--- src/rtl/pwm_capture.sv ---
// pwm_capture: multi-channel PWM period/high-time capture with a
// per-channel holding slot, round-robin valid/ready result port and sticky irq.
// Ports: clk_i, rst_i (async, active high), en_i, pwm_i[NUM_CH],
//   res_valid_o/res_ready_i, res_ch_o, res_period_o, res_high_o, res_sat_o,
//   irq_o, irq_clr_i.
module pwm_capture #(
  parameter int NUM_CH      = 4,
  parameter int CNT_WIDTH   = 16,
  parameter int SYNC_STAGES = 2,
  localparam int CW = (NUM_CH > 1) ? $clog2(NUM_CH) : 1
) (
  input  logic                 clk_i,
  input  logic                 rst_i,
  input  logic                 en_i,
  input  logic [NUM_CH-1:0]    pwm_i,
  output logic                 res_valid_o,
  input  logic                 res_ready_i,
  output logic [CW-1:0]        res_ch_o,
  output logic [CNT_WIDTH-1:0] res_period_o,
  output logic [CNT_WIDTH-1:0] res_high_o,
  output logic                 res_sat_o,
  output logic                 irq_o,
  input  logic                 irq_clr_i
);

  typedef enum logic {IDLE, MEAS} st_t;

  localparam logic [CNT_WIDTH-1:0] CMAX = '1;
  localparam logic [CNT_WIDTH-1:0] ONE  = CNT_WIDTH'(1);

  logic [NUM_CH-1:0] sync_q [SYNC_STAGES];
  logic [NUM_CH-1:0] s, prev_q, rise_q, fall_q;

  assign s = sync_q[SYNC_STAGES-1];

  // Edge pulses are registered so every channel event sees the
  // same fixed pipeline delay from the pin.
  always_ff @(posedge clk_i or posedge rst_i) begin
    if (rst_i) begin
      for (int k = 0; k < SYNC_STAGES; k++) sync_q[k] <= '0;
      prev_q <= '0;
      rise_q <= '0;
      fall_q <= '0;
    end else begin
      sync_q[0] <= pwm_i;
      for (int k = 1; k < SYNC_STAGES; k++) sync_q[k] <= sync_q[k-1];
      prev_q <= s;
      rise_q <= s & ~prev_q;
      fall_q <= ~s & prev_q;
    end
  end

  st_t                  st_q   [NUM_CH];
  st_t                  st_d   [NUM_CH];
  logic [CNT_WIDTH-1:0] cnt_q  [NUM_CH];
  logic [CNT_WIDTH-1:0] cnt_d  [NUM_CH];
  logic [CNT_WIDTH-1:0] high_q [NUM_CH];
  logic [CNT_WIDTH-1:0] high_d [NUM_CH];
  logic [CNT_WIDTH-1:0] wr_high[NUM_CH];
  logic [NUM_CH-1:0]    fell_q, fell_d, sat_q, sat_d, wr;

  always_comb begin
    for (int c = 0; c < NUM_CH; c++) begin
      st_d[c]   = st_q[c];
      cnt_d[c]  = cnt_q[c];
      high_d[c] = high_q[c];
      fell_d[c] = fell_q[c];
      sat_d[c]  = sat_q[c];
      wr[c]     = 1'b0;
      // no falling edge this period: input stuck high
      wr_high[c] = fell_q[c] ? high_q[c] : cnt_q[c];
      if (!en_i) begin
        st_d[c]   = IDLE;
        cnt_d[c]  = '0;
        fell_d[c] = 1'b0;
        sat_d[c]  = 1'b0;
      end else begin
        unique case (st_q[c])
          IDLE: begin
            cnt_d[c] = '0;
            if (rise_q[c]) begin
              st_d[c]   = MEAS;
              cnt_d[c]  = ONE;
              fell_d[c] = 1'b0;
              sat_d[c]  = 1'b0;
            end
          end
          MEAS: begin
            if (rise_q[c]) begin
              wr[c]     = 1'b1;
              cnt_d[c]  = ONE;
              fell_d[c] = 1'b0;
              sat_d[c]  = 1'b0;
            end else begin
              if (cnt_q[c] == CMAX) sat_d[c] = 1'b1;
              else cnt_d[c] = cnt_q[c] + ONE;
              if (fall_q[c]) begin
                high_d[c] = cnt_q[c];
                fell_d[c] = 1'b1;
              end
            end
          end
          default: st_d[c] = IDLE;
        endcase
      end
    end
  end

  always_ff @(posedge clk_i or posedge rst_i) begin
    if (rst_i) begin
      for (int c = 0; c < NUM_CH; c++) begin
        st_q[c]   <= IDLE;
        cnt_q[c]  <= '0;
        high_q[c] <= '0;
      end
      fell_q <= '0;
      sat_q  <= '0;
    end else begin
      for (int c = 0; c < NUM_CH; c++) begin
        st_q[c]   <= st_d[c];
        cnt_q[c]  <= cnt_d[c];
        high_q[c] <= high_d[c];
      end
      fell_q <= fell_d;
      sat_q  <= sat_d;
    end
  end

  logic [CNT_WIDTH-1:0] slot_per  [NUM_CH];
  logic [CNT_WIDTH-1:0] slot_high [NUM_CH];
  logic [NUM_CH-1:0]    slot_sat, pend_q, ovr;
  logic [CW-1:0]        ptr_q, sel;
  logic                 found, load, irq_set;
  int                   j;

  // ptr_q holds the first channel to consider, i.e. one past
  // the last channel served.
  always_comb begin
    found = 1'b0;
    sel   = '0;
    j     = 0;
    for (int i = 0; i < NUM_CH; i++) begin
      j = int'(ptr_q) + i;
      if (j >= NUM_CH) j = j - NUM_CH;
      if (!found && pend_q[j]) begin
        found = 1'b1;
        sel   = CW'(j);
      end
    end
  end

  assign load = found & (~res_valid_o | res_ready_i);

  // A write that coincides with a load of the same slot loses nothing.
  always_comb begin
    for (int c = 0; c < NUM_CH; c++)
      ovr[c] = wr[c] & pend_q[c] & ~(load && sel == CW'(c));
  end

  assign irq_set = (|ovr) | (load & slot_sat[sel]);

  always_ff @(posedge clk_i or posedge rst_i) begin
    if (rst_i) begin
      for (int c = 0; c < NUM_CH; c++) begin
        slot_per[c]  <= '0;
        slot_high[c] <= '0;
      end
      slot_sat <= '0;
      pend_q   <= '0;
    end else begin
      for (int c = 0; c < NUM_CH; c++) begin
        if (!en_i) begin
          pend_q[c] <= 1'b0;
        end else if (wr[c]) begin
          slot_per[c]  <= cnt_q[c];
          slot_high[c] <= wr_high[c];
          slot_sat[c]  <= sat_q[c];
          pend_q[c]    <= 1'b1;
        end else if (load && sel == CW'(c)) begin
          pend_q[c] <= 1'b0;
        end
      end
    end
  end

  always_ff @(posedge clk_i or posedge rst_i) begin
    if (rst_i) begin
      res_valid_o  <= 1'b0;
      res_ch_o     <= '0;
      res_period_o <= '0;
      res_high_o   <= '0;
      res_sat_o    <= 1'b0;
      ptr_q        <= '0;
      irq_o        <= 1'b0;
    end else begin
      if (load) begin
        res_valid_o  <= 1'b1;
        res_ch_o     <= sel;
        res_period_o <= slot_per[sel];
        res_high_o   <= slot_high[sel];
        res_sat_o    <= slot_sat[sel];
        ptr_q <= (sel == CW'(NUM_CH - 1)) ? '0 : sel + 1'b1;
      end else if (res_valid_o && res_ready_i) begin
        res_valid_o <= 1'b0;
      end
      if (irq_set) irq_o <= 1'b1;
      else if (irq_clr_i) irq_o <= 1'b0;
    end
  end

endmodule

--- config.mk ---
export PLATFORM = sky130hd
export DESIGN_NAME = pwm_capture
export DESIGN_NICKNAME = d
export VERILOG_FILES = /design/src/rtl/pwm_capture.sv
export SDC_FILE = /design/constraint.sdc
export NUM_CORES = 1
export LEC_CHECK = 0
export ABC_AREA = 1
export CORE_MARGIN = 3
export CORE_UTILIZATION = 60
export CTS_CLUSTER_DIAMETER = 40
export DETAILED_ROUTE_END_ITERATION = 8
export GPL_ROUTABILITY_DRIVEN = 0
export PLACE_DENSITY = 0.78
export SYNTH_ARGS = -nofsm -noshare
export SYNTH_HDL_FRONTEND = slang
export SYNTH_SLANG_ARGS = --single-unit
--- constraint.sdc ---
create_clock -name clk_i -period 22.8 [get_ports clk_i]
set_clock_uncertainty 0.05 [all_clocks]
set_input_delay 2.28 -clock clk_i [delete_from_list [all_inputs] [get_ports clk_i]]
set_output_delay 2.28 -clock clk_i [all_outputs]
set_load 0.01 [all_outputs]
==> metrics.txt, run 1 <==
unrepaired setup endpoints after global routing no; sequential element share of the synthesized area 55.8%; deepest clock path buffer count 3; Power Total 1.82 mW; area of the die 0.0270 mm2; placed cell areas 0.0156 mm2; Adder-Cell Fraction of Synth Area 0.333%; worst-path cell chain clkdlybuf4s50_1 -> nand2_1 -> nor2_1 -> inv_1 -> nor2_1 -> nand2_1 -> inv_1 -> nor3_1 -> a211o_1 -> inv_1; # setup viols final 0; core footprint 0.0245 mm2; CP Class in -> reg; post-route ant nets 0; highest-count cells in the layout ignoring fill and taps nand2_1 (707), dfrtp_1 (335), o21ai_0 (285), inv_1 (160), nand3_1 (83); Die Ht 164 um; placed wire-length estimate 24.8 mm; Data arrival, critical path 5.31 ns; Worst Tran Pin Value 1.28 ns; Synth Area in Compound Gates 12.5%; CP Data Required Time 23.21 ns; post-cts sizing count 0; Primary FF master, synth dfrtp_1; startpoint types primary input; fill cell count 1962; routed vias 12500; CTS buffer count 42; area share of xor/xnor cells in the synthesized design 0.175%; Most common cell on crit path inv_1; Rows 57; CP Capture Type flop; Util after Layout 69.7%; most common cell after layout, fill and taps aside nand2_1; Post-Place Cells 2163; Die Span X 164 um; worst-path fanout max 11; CP delay by family, top buffers and inverters; Syn Area/Cell 8.05 um2; initial antenna violation count 1; Post-Synthesis Cells 1866; Nets 1896; endpoints failing hold 0; worst relative slew slack 14.7%; Buffers on Ports 45; area delta synth->final 13.4%; worst stage delay on the critical path 0.90 ns; Skew-Pair Late Insertion Delay 0.53 ns; Synth Area in Simple Gates 24.5%; largest family of logic cells by synthesized area simple AND/OR/NAND/NOR gates; non-filler cells, final 2236; Max Freq 204 MHz; Syn Nets 1879; Iteration-0 DRC Markers 1176; Mapped Area 0.0150 mm2; CTS tree done; r2r worst-path depth 13; first-pass detailed-route iteration total 5; Hold Path Class reg -> reg; layout cells sized above 1 5.65%; post-route cell area 0.0170 mm2; FFs w/ async S/R, synth 100%; first-pass GRT wire length 60.7 mm; unique cell type count in the Yosys netlist 38; Slew Viols, Final 0; post-synthesis mux area share 0%; setup TNS 0 ns; Ports 46; Remaining Overflow, GRT 0; Static Leak 8.03 nW; slowest CP cell clkdlybuf4s50_1; Root Driver clkbuf_16; number of vias per cell 5.60; drt drc 0; Max-Cap Viols 0; Worst-path clk slew 0.05 ns; vias in the first global route 12000; WL/cell 16.7 um; H-tree Lvls 2; Stages on worst setup path 10; Initial Util 61.4%; worst hold stages 0; largest net degree at the start of global routing 120; Pwr Density 107 mW/mm2; fin crit share 21.5%; post-synthesis register bit count 335; drt total wl 37.3 mm; CTS sink cnt 335; outcome complete, no violations; All-Layer GR Usage 28.3%; Diodes inserted 0; worst path bufs/invs 4; CTS Hold Bufs 0; EDFF count, synth 0; post-layout min period 4.90 ns; setup bufs post-CTS 0; yosys warns 0; worst vdd ir 0.000114 V
metal layers:
| layer | GRT usage, % | wire (um) | share of wire, % |
|---|---|---|---|
| met5 | 0 | 13 | 0.035 |
| met4 | 10.7 | 1240 | 3.3 |
| met3 | 4.59 | 2120 | 5.7 |
| met2 | 47.1 | 18200 | 49 |
| met1 | 37.7 | 15700 | 42 |
cell type report:
cell class                 count  area [um2]  share of cell area, %
timing repair buffer          55         526                   3.08
tap                          324         405                   2.38
clock buffer                  48        1120                   6.60
multi-input combinational   1281        5650                   33.2
sequential                   335        8380                   49.2
inverter                     168         638                   3.74
clock inverter                25         315                   1.85
power breakdown:
| part | total (mW) | internal [mW] | switching [mW] | leakage (nW) |
|---|---|---|---|---|
| Clock | 0.683 | 0.424 | 0.259 | 0.689 |
| Combinational | 0.471 | 0.118 | 0.353 | 2.81 |
| Sequential | 0.665 | 0.639 | 0.0267 | 4.53 |
cells in the mapped netlist, types with 8 or more instances:
master,count,share of area (%)
a211oi_1,8,0.40
nand3_1,83,2.8
nand2_1,707,18
nor2_1,65,1.6
o21ai_0,285,9.5
o21ai_1,13,0.43
nor3_1,26,0.87
a21oi_1,29,0.97
dfrtp_1,335,56
inv_1,161,4.0
a31oi_1,11,0.46
buf_2,10,0.33
clkbuf_1,58,1.4
o211ai_1,8,0.40
state kept, by name, summed over array words and instances (netlist names), 16 cells and up:
register      count
slot_per         64
high_q           64
cnt_q            64
res_period_o     16
slot_high        64
res_high_o       16
final timing paths:
path / end / slack (ns) / from
worst min register to register: s[1] / 0.29 / sync_q[5]
worst max-delay path: cnt_q[21] / 17.90 / en_i
worst max register to register: res_period_o[13] / 19.11 / ptr_q[0]
min in group asynchronous: res_high_o[4] / 2.27 / rst_i
max in group asynchronous: prev_q[1] / 18.18 / rst_i
worst min-delay path: s[1] / 0.29 / sync_q[5]
logic make-up (layout without fill, tap and decap cells):
| logic type | Yosys count | count (layout) |
|---|---|---|
| buf+inv | 250 | 296 |
| simple gates | 914 | 914 |
| flops | 335 | 335 |
| fa+ha+maj | 4 | 4 |
| xor+xnor | 3 | 3 |
| compound gates | 360 | 360 |
metrics by stage:
step | hold slack [ns] | setup slack, ns
after floorplan | 0.281 | 11.19
after global placement | 0.286 | 17.48
after detailed placement | 0.293 | 17.41
after CTS | 0.300 | 17.95
after global routing | 0.301 | 17.66
final | 0.295 | 17.90
Power figures use the tool's default switching activity.
==> run 2: changes to the inputs <==
--- a/config.mk
+++ b/config.mk
@@ -7,11 +7,11 @@
 export LEC_CHECK = 0
 export ABC_AREA = 1
 export CORE_MARGIN = 3
-export CORE_UTILIZATION = 60
+export CORE_UTILIZATION = 56
 export CTS_CLUSTER_DIAMETER = 40
 export DETAILED_ROUTE_END_ITERATION = 8
 export GPL_ROUTABILITY_DRIVEN = 0
-export PLACE_DENSITY = 0.78
+export PLACE_DENSITY = 0.77
 export SYNTH_ARGS = -nofsm -noshare
 export SYNTH_HDL_FRONTEND = slang
 export SYNTH_SLANG_ARGS = --single-unit
==> constraint.sdc (replaced) <==
create_clock -name clk_i -period 4.3 [get_ports clk_i]
set_clock_uncertainty 0.05 [all_clocks]
set_input_delay 0.43 -clock clk_i [delete_from_list [all_inputs] [get_ports clk_i]]
set_output_delay 0.43 -clock clk_i [all_outputs]
set_load 0.01 [all_outputs]
==> run 2 against run 1 <==
Effect of this change: clock-buffer cell count is 8 higher; flip-flop and latch count did not move; global-route usage is 0.95 points lower; die area grew 6.9%; worst hold slack got worse by 0.20 ns; combinational power grew to 5.4 times the previous value; sequential share of layout area fell by 0.40 points; final cell count rose by 1.1%; critical path depth increased by 6; sequential power increased to 5.3 times the previous value; first-iteration DRC count is 24% higher; critical endpoint is now res_period_o[3]; largest power group unchanged.
==> metrics.txt, run 2 (synthesis gave the netlist of run 1 again) <==
outcome complete, no violations; worst stage delay on the critical path 0.60 ns (-0.30 ns); startpoint types flop; endpoints failing hold 0 (unchanged); core footprint 0.0262 mm2 (+7.1%); drt drc 0 (unchanged); Pwr Density 566 mW/mm2 (+430%); CP Class reg -> reg; worst-path cell chain inv_2 -> nand2_1 -> nand2_2 -> nand2_1 -> nand2_2 -> a21oi_2 -> nand2_2 -> nand2_4 -> buf_4 -> buf_4 -> nand2_1 -> nand2_1 -> nand2_1 -> nand3_1 -> nand2_1 -> nand2_1; routed vias 12800 (+2.1%); CP delay by family, top simple AND/OR/NAND/NOR gates; Rows 59 (+3.5%); Nets 1907 (+0.58%); deepest clock path buffer count 3 (unchanged); vias in the first global route 12300 (+2.3%); Iteration-0 DRC Markers 1456 (+24%); non-filler cells, final 2260 (+1.1%); Static Leak 8.11 nW (+0.97%); CTS Hold Bufs 0 (unchanged); Max Freq 318 MHz; area delta synth->final 14.4%; CTS sink cnt 335 (unchanged); CTS buffer count 43 (+2.4%); Worst-path clk slew 0.06 ns (about the same); Root Driver clkbuf_16; # setup viols final 0 (unchanged); setup ws final 1.16 ns (-16.74 ns); fill cell count 2125 (+8.3%); post-route ant nets 0 (unchanged); CP Data Required Time 4.71 ns (-18.50 ns); post-cts sizing count 0 (unchanged); setup bufs post-CTS 0 (unchanged); number of vias per cell 5.66 (+0.98%); first-pass detailed-route iteration total 6 (+1); All-Layer GR Usage 27.4% (-0.95 points); worst vdd ir 0.000354 V (+210%); CP Capture Type flop; Worst Tran Pin Value 1.15 ns (-0.128 ns); layout cells sized above 1 6.18% (+0.53 points); area of the die 0.0288 mm2 (+6.9%); most common cell after layout, fill and taps aside nand2_1; largest net degree at the start of global routing 190 (+58%); Post-Place Cells 2184 (+0.97%); H-tree Lvls 2 (unchanged); Initial Util 57.3% (-4.1 points); drt total wl 38.8 mm (+3.9%); Slew Viols, Final 0 (unchanged); area of the multi-input gates 0.00565 mm2 (unchanged); hold_ws 0.0983 ns (-0.196 ns); worst-path fanout max 40 (+29); Ports 46 (unchanged); worst path bufs/invs 3 (-1); Die Span X 170 um (+3.4%); Remaining Overflow, GRT 0 (unchanged); Die Ht 170 um (+3.4%); placed wire-length estimate 26.2 mm (+5.5%); Buffers on Ports 45 (unchanged); slowest CP cell dfrtp_1; pre-CTS setup slack 1.16 ns (-16.25 ns); unrepaired setup endpoints after global routing no; Diodes inserted 0 (unchanged); Sequential Area 0.00838 mm2 (unchanged); highest-count cells in the layout ignoring fill and taps nand2_1 (707), dfrtp_1 (335), o21ai_0 (285), inv_1 (160), nand3_1 (83); worst relative slew slack 23.5% (+8.9 points); WL/cell 17.2 um (+2.8%); fin crit share 73.1%; Skew-Pair Late Insertion Delay 0.53 ns (about the same); Max-Cap Viols 0 (unchanged); Data arrival, critical path 3.56 ns (-1.75 ns); CTS tree done; first-pass GRT wire length 63.5 mm (+4.7%); post-layout min period 3.14 ns; Hold Path Class in -> async; initial antenna violation count 0 (-1); R2R setup slack 1.16 ns (-17.95 ns); Most common cell on crit path nand2_1
==> run 2: through the flow <==
step	util [%]	total power [mW]	cell area [um2]	TNS (ns)
finish	65.6	9.73	17200	0
global route	65.6	10.2	17200	0
CTS	65.6	9.71	17200	0
detailed placement	60.0	6.07	15700	0
global placement	60.0	6.01	15700	0
floorplan	-	5.37	15000	-219.96
==> run 2: worst reg2reg max path: stages, from the launching register on <==
cell and delay (ns):
dfrtp_1 0.60, inv_2 0.16, nand2_1 0.11, nand2_2 0.08
nand2_1 0.08, nand2_2 0.07, a21oi_2 0.14, nand2_2 0.26
nand2_4 0.47, buf_4 0.38, buf_4 0.25, nand2_1 0.09
nand2_1 0.06, nand2_1 0.06, nand3_1 0.09, nand2_1 0.05
nand2_1 0.08
==> run 2: worst paths after layout <==
check	end	cells past startpoint	start
max	res_period_o[3]	16	ptr_q[0]
min	sync_q[7]	2	rst_i
max reg2reg	res_period_o[3]	16	ptr_q[0]
min reg2reg	s[3]	0	sync_q[7]
max in group asynchronous	cnt_q[61]	3	rst_i
min in group clk_i	sync_q[4]	1	pwm_i[0]
==> run 2: report_power, final <==
| part | switching, mW | internal, mW |
|---|---|---|
| logic | 1.88 | 0.675 |
| clock network | 1.36 | 2.27 |
| registers | 0.156 | 3.39 |
==> run 2: area by class of cell <==
type / count / area share, %
clock buffers: 56 / 7.20
clock inverters: 20 / 1.35
inverters: 168 / 3.69
multi-input cells: 1281 / 32.9
flip-flops and latches: 335 / 48.8
well taps: 335 / 2.44
repair buffers: 65 / 3.64
==> run 2: per-layer routing <==
layer	GRT usage, %	wire [um]	vias to the layer above
li1	-	-	6030
met1	36.9	16000	6151
met2	45.6	18900	494
met3	3.94	2430	107
met4	10.2	1500	0
met5	0	0	-
